--- src/rtl/serial_pkg.sv ---
// Shared definitions for the serial result collector: controller state
// encoding and the default word width.
package serial_pkg;

  // Controller states; 2'b10 is never entered.
  typedef enum logic [1:0] {
    IDLE    = 2'b00,
    COLLECT = 2'b01,
    HOLD    = 2'b11
  } state_e;

  // Default number of serial bits assembled per operation.
  localparam int DEFAULT_WIDTH = 8;

endpackage : serial_pkg

--- src/rtl/serial_result_collector.sv ---
// Serial result collector: assembles WIDTH LSB-first bits from a serial
// adder into a parallel word. It captures the final carry with the last
// bit and holds the result until a valid/ready handshake completes.
// Optional feature macro: SERIAL_PARITY_EN. When it is defined, an
// even-parity bit of the word is registered on HOLD entry. Otherwise
// parity is tied to 0.
module serial_result_collector
  import serial_pkg::*;
#(
  parameter int WIDTH = DEFAULT_WIDTH
) (
  input  logic             clock,
  input  logic             resetn,
  input  logic             start,
  input  logic             bit_valid,
  input  logic             sum_bit,
  input  logic             carry_bit,
  input  logic             result_ready,
  output logic [WIDTH-1:0] result,
  output logic             carry_out,
  output logic             result_valid,
  output logic             busy,
  output logic             overrun,
  output logic             parity
);

  localparam int CW = $clog2(WIDTH + 1);
  localparam logic [CW-1:0] LAST_IDX = CW'(WIDTH - 1);

  state_e           state_q, state_d;
  logic [CW-1:0]    cnt_q;
  logic [WIDTH-1:0] shreg_q;
  logic [WIDTH-1:0] shift_next;
  logic             carry_q;
  logic             overrun_q;

  // Control strobes from the controller to the datapath.
  logic clear_word;
  logic shift_en;
  logic capture;
  logic set_ovr;
  logic clr_ovr;

  // A new bit enters at the MSB, so the first bit received ends up at bit 0.
  assign shift_next = {sum_bit, shreg_q[WIDTH-1:1]};

  // State register.
  always_ff @(posedge clock) begin
    // NOTE: sequential state uses non-blocking assignments so every register
    // samples pre-edge values, independent of block evaluation order.
    if (!resetn) state_q <= IDLE;
    else         state_q <= state_d;
  end

  // Next-state logic plus controller outputs and datapath strobes.
  always_comb begin
    // NOTE: every output gets a default first, so no path through the case
    // leaves a signal unassigned (that would infer a latch).
    state_d      = state_q;
    busy         = 1'b0;
    result_valid = 1'b0;
    clear_word   = 1'b0;
    shift_en     = 1'b0;
    capture      = 1'b0;
    set_ovr      = 1'b0;
    clr_ovr      = 1'b0;
    case (state_q)
      IDLE: begin
        if (start) begin
          state_d    = COLLECT;
          clear_word = 1'b1;
          clr_ovr    = 1'b1;
        end
      end
      COLLECT: begin
        busy = 1'b1;
        if (start) begin
          // A restart has priority over a bit arriving in the same cycle.
          clear_word = 1'b1;
          clr_ovr    = 1'b1;
        end else if (bit_valid) begin
          shift_en = 1'b1;
          if (cnt_q == LAST_IDX) begin
            capture = 1'b1;
            state_d = HOLD;
          end
        end
      end
      HOLD: begin
        // start is ignored here; the consumer must drain the word first.
        result_valid = 1'b1;
        set_ovr      = bit_valid;
        if (result_ready) state_d = IDLE;
      end
      default: state_d = IDLE;
    endcase
  end

  // Bit counter, shift register and final-carry capture.
  always_ff @(posedge clock) begin
    // NOTE: the shift register is reset explicitly because result must read
    // 0 out of reset, not merely be ignored until the first word.
    if (!resetn) begin
      cnt_q   <= '0;
      shreg_q <= '0;
      carry_q <= 1'b0;
    end else if (clear_word) begin
      cnt_q   <= '0;
      shreg_q <= '0;
    end else if (shift_en) begin
      shreg_q <= shift_next;
      cnt_q   <= cnt_q + CW'(1);
      if (capture) carry_q <= carry_bit;
    end
  end

  // Sticky overrun: set by a bit arriving while a word is held.
  always_ff @(posedge clock) begin
    if (!resetn)      overrun_q <= 1'b0;
    else if (clr_ovr) overrun_q <= 1'b0;
    else if (set_ovr) overrun_q <= 1'b1;
  end

`ifdef SERIAL_PARITY_EN
  logic parity_q;

  // Parity of the complete word, registered as it enters HOLD.
  always_ff @(posedge clock) begin
    if (!resetn)      parity_q <= 1'b0;
    else if (capture) parity_q <= ^shift_next;
  end

  assign parity = parity_q;
`else
  assign parity = 1'b0;
`endif

  assign result    = shreg_q;
  assign carry_out = carry_q;
  assign overrun   = overrun_q;

endmodule : serial_result_collector

--- config.mk ---
export PLATFORM = sky130hd
export DESIGN_NAME = serial_result_collector
export DESIGN_NICKNAME = d
export VERILOG_FILES = /design/src/rtl/serial_pkg.sv /design/src/rtl/serial_result_collector.sv
export SDC_FILE = /design/constraint.sdc
export NUM_CORES = 1
export LEC_CHECK = 0
export CORE_MARGIN = 8
export CORE_UTILIZATION = 44
export DETAILED_ROUTE_END_ITERATION = 12
export PLACE_DENSITY = 0.76
export SLEW_MARGIN = 40
export SYNTH_ARGS = -nofsm -noshare
export SYNTH_HDL_FRONTEND = slang
export SYNTH_SLANG_ARGS = --single-unit
--- constraint.sdc ---
create_clock -name clock -period 1.7 [get_ports clock]
set_clock_uncertainty 0.2 [all_clocks]
set_input_delay 0.34 -clock clock [delete_from_list [all_inputs] [get_ports clock]]
set_output_delay 0.34 -clock clock [all_outputs]
set_load 0.005 [all_outputs]
==> impl_metrics.csv, run 1 <==
group,metric,value,unit
grt,antenna_found_initial,0,
setup_path,reg2reg_to,"cnt_q[3]",
setup_path,slowest_delay,0.34,ns
clock_tree,cts_root_buffer,"clkbuf_4",
routing,postRouteWirelength,1633,um
power,p_leak,0.5490,nW
timing,setup_ws,0.1122,ns
setup_path,reg2regPathDepth,4,
die,rows,14,
power,peakVddDrop,0.4802,mV
routing,vias,618,
placed_design,pre_cts_ws,-0.08459,ns
die,coreArea,1454,um2
hold_path,hold_class,"flop to flop",
timing,setup-violations-final,0,
clock_tree,hold_buffers,0,
synthesis,syn_inst,77,
routing,drtAntennaViolNets,0,
timing,hold_viol,0,
setup_path,reg2reg_slack,0.27,ns
setup_path,worstPathCellList,"and2_1 > dlygate4sd2_1",
synthesis,synth_top_cell_by_area,"dfxtp_1",
timing,min_period_over_period,0.9340,
hold_path,whs_path_depth,2,
setup_path,crit_arrival,1.05,ns
final_layout,mostFrequentLayoutCells,"nand2_1 (20), a21oi_1 (13), buf_4 (12)",
die,fp.dieH,54.68,um
timing,max_freq,629.8,MHz
clock_tree,clock_sinks,16,
die,pin_count,20,
timing,slew_viol_final,0,
placed_design,gp_congestion,0.7856,
hold_path,min_from,"carry_out",
grt,first_global_vias,607,
final_layout,antenna_cells,0,
setup_path,crit_fanout,3,
timing,post-route-min-period,1.588,ns
placed_design,hpwlAfterDp,1088,um
timing,rsz0062_at_grt,"false",
routing,drt-initial-drc-count,7,
setup_path,worstPathRequired,1.16,ns
die,die_w,54.68,um
synthesis,yosys.cell_types.count,21,
hold_path,worstHoldEndpoint,"carry_out",
clock_tree,clkLatencyLatePin,0.30,ns
routing,wl_per_cell,13.17,um
grt,grt_pass1_wl,2587,um
placed_design,portBuffers,18,
die,dieArea,2989,um2
clock_tree,htreeDepth,1,
outcome,status,"completed",
run,max-cap-violations,0,
final_layout,fin_util,0.6979,
clock_tree,clkTransAtPathRegs,0.10,ns
clock_tree,clk_path_buf_depth,2,
synthesis,yosysWarningCount,0,
setup_path,critPathSlowestCell,"dfxtp_2",
synthesis,ys_seq_area_frac,0.4867,
clock_tree,cts-buffers-inserted,3,
setup_path,r2r-start,"state_q[1]",
final_layout,drive_above_1_share,0.2685,
grt,grt_use_total,0.1159,
final_layout,layout.nets,117,
grt,grt_start_max_net_pins,14,
final_layout,final_common_cell,"nand2_1",
routing,drc,0,
setup_path,path_class,"flop to output port",
synthesis,synth_fp_nets,85,
power,power_density,692.6,nW/um2
setup_path,critPathLaunchType,"flop",
synthesis,synth_seq_cells,16,
setup_path,crit_path_end_kind,"output port",
routing,dr.pass1.iters,4,
grt,grt-ovfl-total,0,
die,initial_core_util,0.4527,
synthesis,ys_top_cells_by_area,"dfxtp_1 (49%), nand2_1 (11%), a21oi_1 (9.9%)",
synthesis,synth_area,658.1,um2
clock_tree,cts_tree,"yes",
final_layout,area_growth,54.18,%
synthesis,synth.top_cell.area_share,0.4867,
routing,viasPerCell,4.984,
synthesis,syn_avg_cell_area,8.547,um2
setup_path,crit_path_start,"state_q[0]",
==> stage by stage <==
step / hold slack [ns] / cell area, um2 / total power, W / TNS, ns / std cells
detailed placement: 0.2549 / 905.9 / 0.0004450 / -0.7820 / 115
finish: 0.2631 / 1015 / 0.0007028 / 0 / 124
floorplan: 0.2511 / 658.1 / 0.0004104 / 0 / 77
global route: 0.2807 / 1015 / 0.0007361 / 0 / 124
CTS: 0.2668 / 950.9 / 0.0006980 / 0 / 119
global placement: 0.2437 / 905.9 / 0.0004439 / -0.4619 / 115
==> routing by layer <==
layer,up-vias,track usage,wire length [um]
met5,-,0,0
met4,0,0.06148,38
met2,8,0.1887,834
met1,286,0.1388,723
met3,4,0.02446,37
li1,320,-,-
==> cell type report <==
cell class	instances	area [um2]
fillers	118	439.2
flip-flops and latches	16	332.8
repair buffers	31	312.8
multi-input cells	55	305.3
clock buffers	4	36.28
well taps	16	20.02
inverters	2	7.507
==> registers in the layout (all words and copies together) (netlist names) <==
name,cells
result,8
cnt_q,4
state_q,2
carry_out,1
overrun,1
==> worst max-delay path, delay by kind of cell, from the launching register on <==
kind          cells  cell delay [ns]
simple gates      1             0.15
buf+inv           1             0.26
flops             1             0.34
==> Yosys cell counts, drive strengths merged <==
cell type and number:
a21oi 13, and2 1, and4bb 1, buf 4, conb 1, dfxtp 16, ha 1, inv 2
mux2i 1, nand2 20, nand3 1, nand3b 2, nand4bb 1, nor2 4, nor2b 1, o21a 1
o21ai 3, o31ai 1, or3 2, xnor2 1
==> power breakdown <==
group / total (W) / internal [W] / switching (W)
registers: 0.000379 / 0.000377 / 0.00000157
clock network: 0.000267 / 0.000131 / 0.000136
logic: 0.0000575 / 0.0000330 / 0.0000245
total: 0.000703 / 0.000541 / 0.000162
==> repair_timing <==
action / CTS / global route
buffers inserted: 0 / 5
gates resized for setup: 11 / 11
pin swaps: 0 / 0
endpoints found under the setup margin: 9 / 10
==> worst max-delay path by stage <==
stage / endpoint / slack (ns) / cells past startpoint
floorplan: cnt_q[3] / 0.40 / 3
global placement: cnt_q[3] / -0.06 / 4
detailed placement: carry_out / -0.08 / 5
finish: result_valid / 0.11 / 2
global route: result_valid / 0.06 / 2
CTS: result[6] / 0.008 / 1
==> logic make-up after synthesis <==
kind of cell    share of synthesized area
flops                              0.4867
xor+xnor                          0.01331
simple gates                       0.2661
other cells                      0.005698
buf+inv                           0.04943
compound gates                     0.1445
fa+ha+maj                         0.01901
mux                               0.01521
Power figures use the tool's default switching activity.
==> run 2, diff against run 1 <==
- CELL_PAD_IN_SITES_DETAIL_PLACEMENT: default -> 2
- CELL_PAD_IN_SITES_GLOBAL_PLACEMENT: default -> 2
- CORE_UTILIZATION: 44 -> 25
- PLACE_DENSITY: 0.76 -> 0.75
==> impl_metrics.csv, run 2 (same netlist as run 1, synthesis figures left out) <==
group,metric,value,unit
setup_path,slowest_delay,0.49,ns
die,coreArea,2477,um2
setup_path,path_class,"flop to output port",
routing,drt-initial-drc-count,15,
run,max-cap-violations,0,
routing,dr.pass1.iters,2,
clock_tree,cts_root_buffer,"clkbuf_4",
setup_path,critPathSlowestCell,"clkdlybuf4s50_1",
setup_path,worstPathRequired,1.16,ns
power,power_density,672.5,nW/um2
placed_design,portBuffers,18,
clock_tree,clock_sinks,16,
clock_tree,cts-buffers-inserted,3,
routing,viasPerCell,4.633,
die,initial_core_util,0.2657,
clock_tree,hold_buffers,0,
die,rows,18,
final_layout,fin_util,0.4157,
placed_design,hpwlAfterDp,1413,um
die,fp.dieH,67.31,um
final_layout,layout.nets,118,
timing,min_period_over_period,0.9777,
clock_tree,clkTransAtPathRegs,0.10,ns
grt,grt_start_max_net_pins,11,
timing,setup-violations-final,0,
final_layout,nFillCells,286,
grt,grt_pass1_wl,3208,um
final_layout,antenna_cells,0,
timing,max_freq,601.6,MHz
placed_design,gp_congestion,0.6478,
timing,post-route-min-period,1.662,ns
clock_tree,clk_path_buf_depth,2,
timing,hold_viol,0,
routing,drtAntennaViolNets,0,
grt,first_global_vias,714,
setup_path,worstPathCellList,"clkdlybuf4s50_1",
grt,grt_use_total,0.09456,
clock_tree,cts_tree,"yes",
routing,postRouteWirelength,1984,um
clock_tree,htreeDepth,1,
outcome,status,"completed",
final_layout,largest_reg_flops,8,
routing,wl_per_cell,14.27,um
setup_path,critical_path.top_delay_family,"buffers and inverters",
clock_tree,clkLatencyLatePin,0.29,ns
final_layout,final_common_cell,"nand2_1",
hold_path,hold_class,"flop to flop",
grt,grt-ovfl-total,0,
power,peakVddDrop,0.3276,mV
routing,drc,0,
setup_path,worst-path-buf-inv,1,
setup_path,reg2reg_slack,0.20,ns
grt,antenna_found_initial,0,
final_layout,area_growth,56.46,%
die,die_w,67.31,um
setup_path,critPathLaunchType,"flop",
final_layout,drive_above_1_share,0.2752,
timing,slew_viol_final,0,
setup_path,crit_path_end_kind,"output port",
final_layout,finalNonFillerCells,139,
die,pin_count,20,
die,dieArea,4531,um2
placed_design,dp_cells,128,
power,p_leak,0.5082,nW
routing,vias,644,
setup_path,crit_arrival,1.12,ns
final_layout,mostFrequentLayoutCells,"nand2_1 (20), a21oi_1 (13), buf_4 (13)",
setup_path,crit_fanout,2,
run 2: cell count changes in the layout (fill, tap and decap cells not counted):
| cell | change |
|---|---|
| buf_4 | +1 |
| dlygate4sd2_1 | +2 |
| clkdlybuf4s50_1 | +1 |
| dlymetal6s2s_1 | -3 |
run 2: path summary, 6_finish.rpt:
check / from / end / depth (start not counted)
setup reg to reg: state_q[1] / cnt_q[3] / 4
setup / recovery: result[3] / result[3] / 1
hold reg to reg: result[5] / result[4] / 2
hold / removal: result[5] / result[4] / 2
run 2: per-layer routing:
| layer | wire length, um | global-route usage |
|---|---|---|
| met4 | 10 | 0.04700 |
| met2 | 1020 | 0.1732 |
| met1 | 871 | 0.09247 |
| met5 | 0 | 0 |
| met3 | 82 | 0.03311 |
run 2: through the flow:
step           instance area [um2]  worst slack, ns    TNS, ns  hold slack [ns]  total power, W
2_1_floorplan                658.1           0.3982          0           0.2511       0.0004104
6_report                      1030          0.03785          0           0.2620       0.0006925
4_1_cts                      997.2         0.001057          0           0.2691       0.0007110
3_3_place_gp                 915.9          -0.1096     -1.231           0.2430       0.0004442
3_5_place_dp                 915.9          -0.1737     -1.572           0.2541       0.0004453
5_1_grt                       1030        -0.002925  -0.002925           0.2865       0.0007268
run 2: what timing repair did:
item                                    4_1_cts  5_1_grt
setup buffers                                 5        2
endpoints found under the setup margin       11        8
gates resized for setup                      14        7
run 2: power breakdown:
group	internal (W)	switching, W	leakage, nW
Combinational	0.0000313	0.0000253	0.353
Clock	0.000130	0.000126	0.0210
Sequential	0.000377	0.00000187	0.134
Total	0.000539	0.000154	0.508
run 2: layout make-up:
cell class	instances	area, um2	share of cell area
repair buffers	32	310.3	0.3013
well taps	30	37.54	0.03645
inverters	2	7.507	0.007290
multi-input cells	55	305.3	0.2965
flip-flops and latches	16	332.8	0.3232
clock buffers	4	36.28	0.03524
run 2: tightest hold or removal path, cell delays in order (launching register included):
cell and delay, ns:
dfxtp_2 0.34, nand2_1 0.05, a21oi_1 0.05
==> run 3, diff against run 2 <==
- clock period: 1.7 -> 1.9 ns (I/O delays scaled with it)
==> impl_metrics.csv, run 3 (same netlist as run 1, synthesis figures left out) <==
group,metric,value,unit
outcome,status,"completed",
setup_path,crit_arrival,1.17,ns
setup_path,worstPathCellList,"clkdlybuf4s50_1",
grt,grt_start_max_net_pins,14,
power,peakVddDrop,0.2019,mV
clock_tree,clock_sinks,16,
final_layout,drive_above_1_share,0.1300,
grt,grt-ovfl-total,0,
timing,post-route-min-period,1.750,ns
die,rows,18,
clock_tree,clkLatencyLatePin,0.28,ns
setup_path,critPathSlowestCell,"clkdlybuf4s50_1",
hold_path,hold_class,"flop to flop",
placed_design,gp_congestion,0.6692,
setup_path,crit_fanout,3,
timing,setup-violations-final,0,
final_layout,layout.nets,110,
die,coreArea,2477,um2
routing,vias,619,
die,initial_core_util,0.2657,
final_layout,mostFrequentLayoutCells,"nand2_1 (20), clkdlybuf4s50_1 (16), dfxtp_1 (14)",
setup_path,path_class,"flop to output port",
setup_path,slowest_delay,0.52,ns
setup_path,critPathLaunchType,"flop",
final_layout,finalNonFillerCells,130,
grt,grt_use_total,0.08851,
final_layout,largest_reg_flops,8,
die,die_w,67.31,um
timing,min_period_over_period,0.9211,
grt,antenna_found_initial,0,
power,p_leak,0.3334,nW
placed_design,hpwlAfterDp,1402,um
clock_tree,hold_buffers,0,
grt,first_global_vias,714,
routing,drt-initial-drc-count,6,
timing,hold_viol,0,
routing,dr.pass1.iters,4,
routing,viasPerCell,4.762,
clock_tree,cts_tree,"yes",
placed_design,portBuffers,18,
timing,fin_hold_ws,0.2672,ns
timing,slew_viol_final,0,
clock_tree,htreeDepth,1,
setup_path,crit_path_end_kind,"output port",
routing,drc,0,
clock_tree,clkTransAtPathRegs,0.09,ns
placed_design,dp_cells,126,
setup_path,worstPathRequired,1.32,ns
die,fp.dieH,67.31,um
clock_tree,cts_root_buffer,"clkbuf_4",
setup_path,critical_path.top_delay_family,"buffers and inverters",
routing,wl_per_cell,13.72,um
routing,drtAntennaViolNets,0,
power,power_density,605.1,nW/um2
timing,max_freq,571.4,MHz
final_layout,area_growth,41.06,%
final_layout,antenna_cells,0,
die,pin_count,20,
grt,grt_pass1_wl,3098,um
final_layout,final_common_cell,"nand2_1",
run,max-cap-violations,0,
clock_tree,cts-buffers-inserted,3,
die,dieArea,4531,um2
clock_tree,clk_path_buf_depth,2,
routing,postRouteWirelength,1783,um
setup_path,worst-path-buf-inv,1,
timing,rsz0062_at_grt,"false",
[run 3: cell count changes in the layout (fill, tap and decap cells not counted)]
cell	previous run	this run
dfxtp_2	10	1
clkbuf_8	1	0
buf_12	1	0
dlymetal6s2s_1	7	2
buf_4	13	6
dfxtp_1	6	14
dfxtp_4	0	1
dlygate4sd2_1	4	0
clkdlybuf4s50_1	7	16
[run 3: worst min-delay path: stages, from the launching register on]
cell,delay (ns)
dfxtp_1,0.32
nand2_1,0.05
a21oi_1,0.05
[run 3: metrics by stage]
step / TNS [ns] / setup WS [ns] / instance area [um2] / utilization / power [W]
after floorplan: 0 / 0.5582 / 658.1 / - / 0.0003672
after global placement: 0 / 0.001483 / 888.4 / 0.3586 / 0.0003936
after detailed placement: -0.07232 / -0.03660 / 888.4 / 0.3586 / 0.0003948
after CTS: 0 / 0.01041 / 923.4 / 0.3727 / 0.0005743
after global routing: 0 / 0.09150 / 928.4 / 0.3747 / 0.0005951
final: 0 / 0.1498 / 928.4 / 0.3747 / 0.0005618
[run 3: layer usage]
metal / track usage / wire length, um / up-vias
met5: 0 / 0 / -
met4: 0.03916 / 12 / 0
met3: 0.02980 / 151 / 2
met2: 0.1601 / 906 / 19
met1: 0.09065 / 712 / 296
li1: - / - / 302
[run 3: timing repair]
item / in CTS / in global routing
gates resized for setup: 3 / 2
setup buffers: 1 / 0
pin swaps: 0 / 0
cloned: 0 / 0
setup endpoints to repair: 2 / 2
[run 3: report_power, final]
part / internal [W] / switching (W)
clock network: 0.0000734 / 0.000104
logic: 0.0000254 / 0.0000211
registers: 0.000336 / 0.00000177
[run 3: path summary, 6_finish.rpt]
path / cells past startpoint / end / startpoint / slack, ns
setup / recovery: 1 / result[1] / result[1] / 0.15
hold reg to reg: 2 / result[0] / result[0] / 0.27
hold / removal: 2 / result[0] / result[0] / 0.27
setup reg to reg: 4 / cnt_q[3] / state_q[1] / 0.40
[run 3: area by class of cell]
class,instances,area [um2]
sequential,16,325.3
inverter,2,7.507
tap,30,37.54
fill,289,1549
multi-input combinational,55,305.3
timing repair buffer,24,230.2
clock buffer,3,22.52
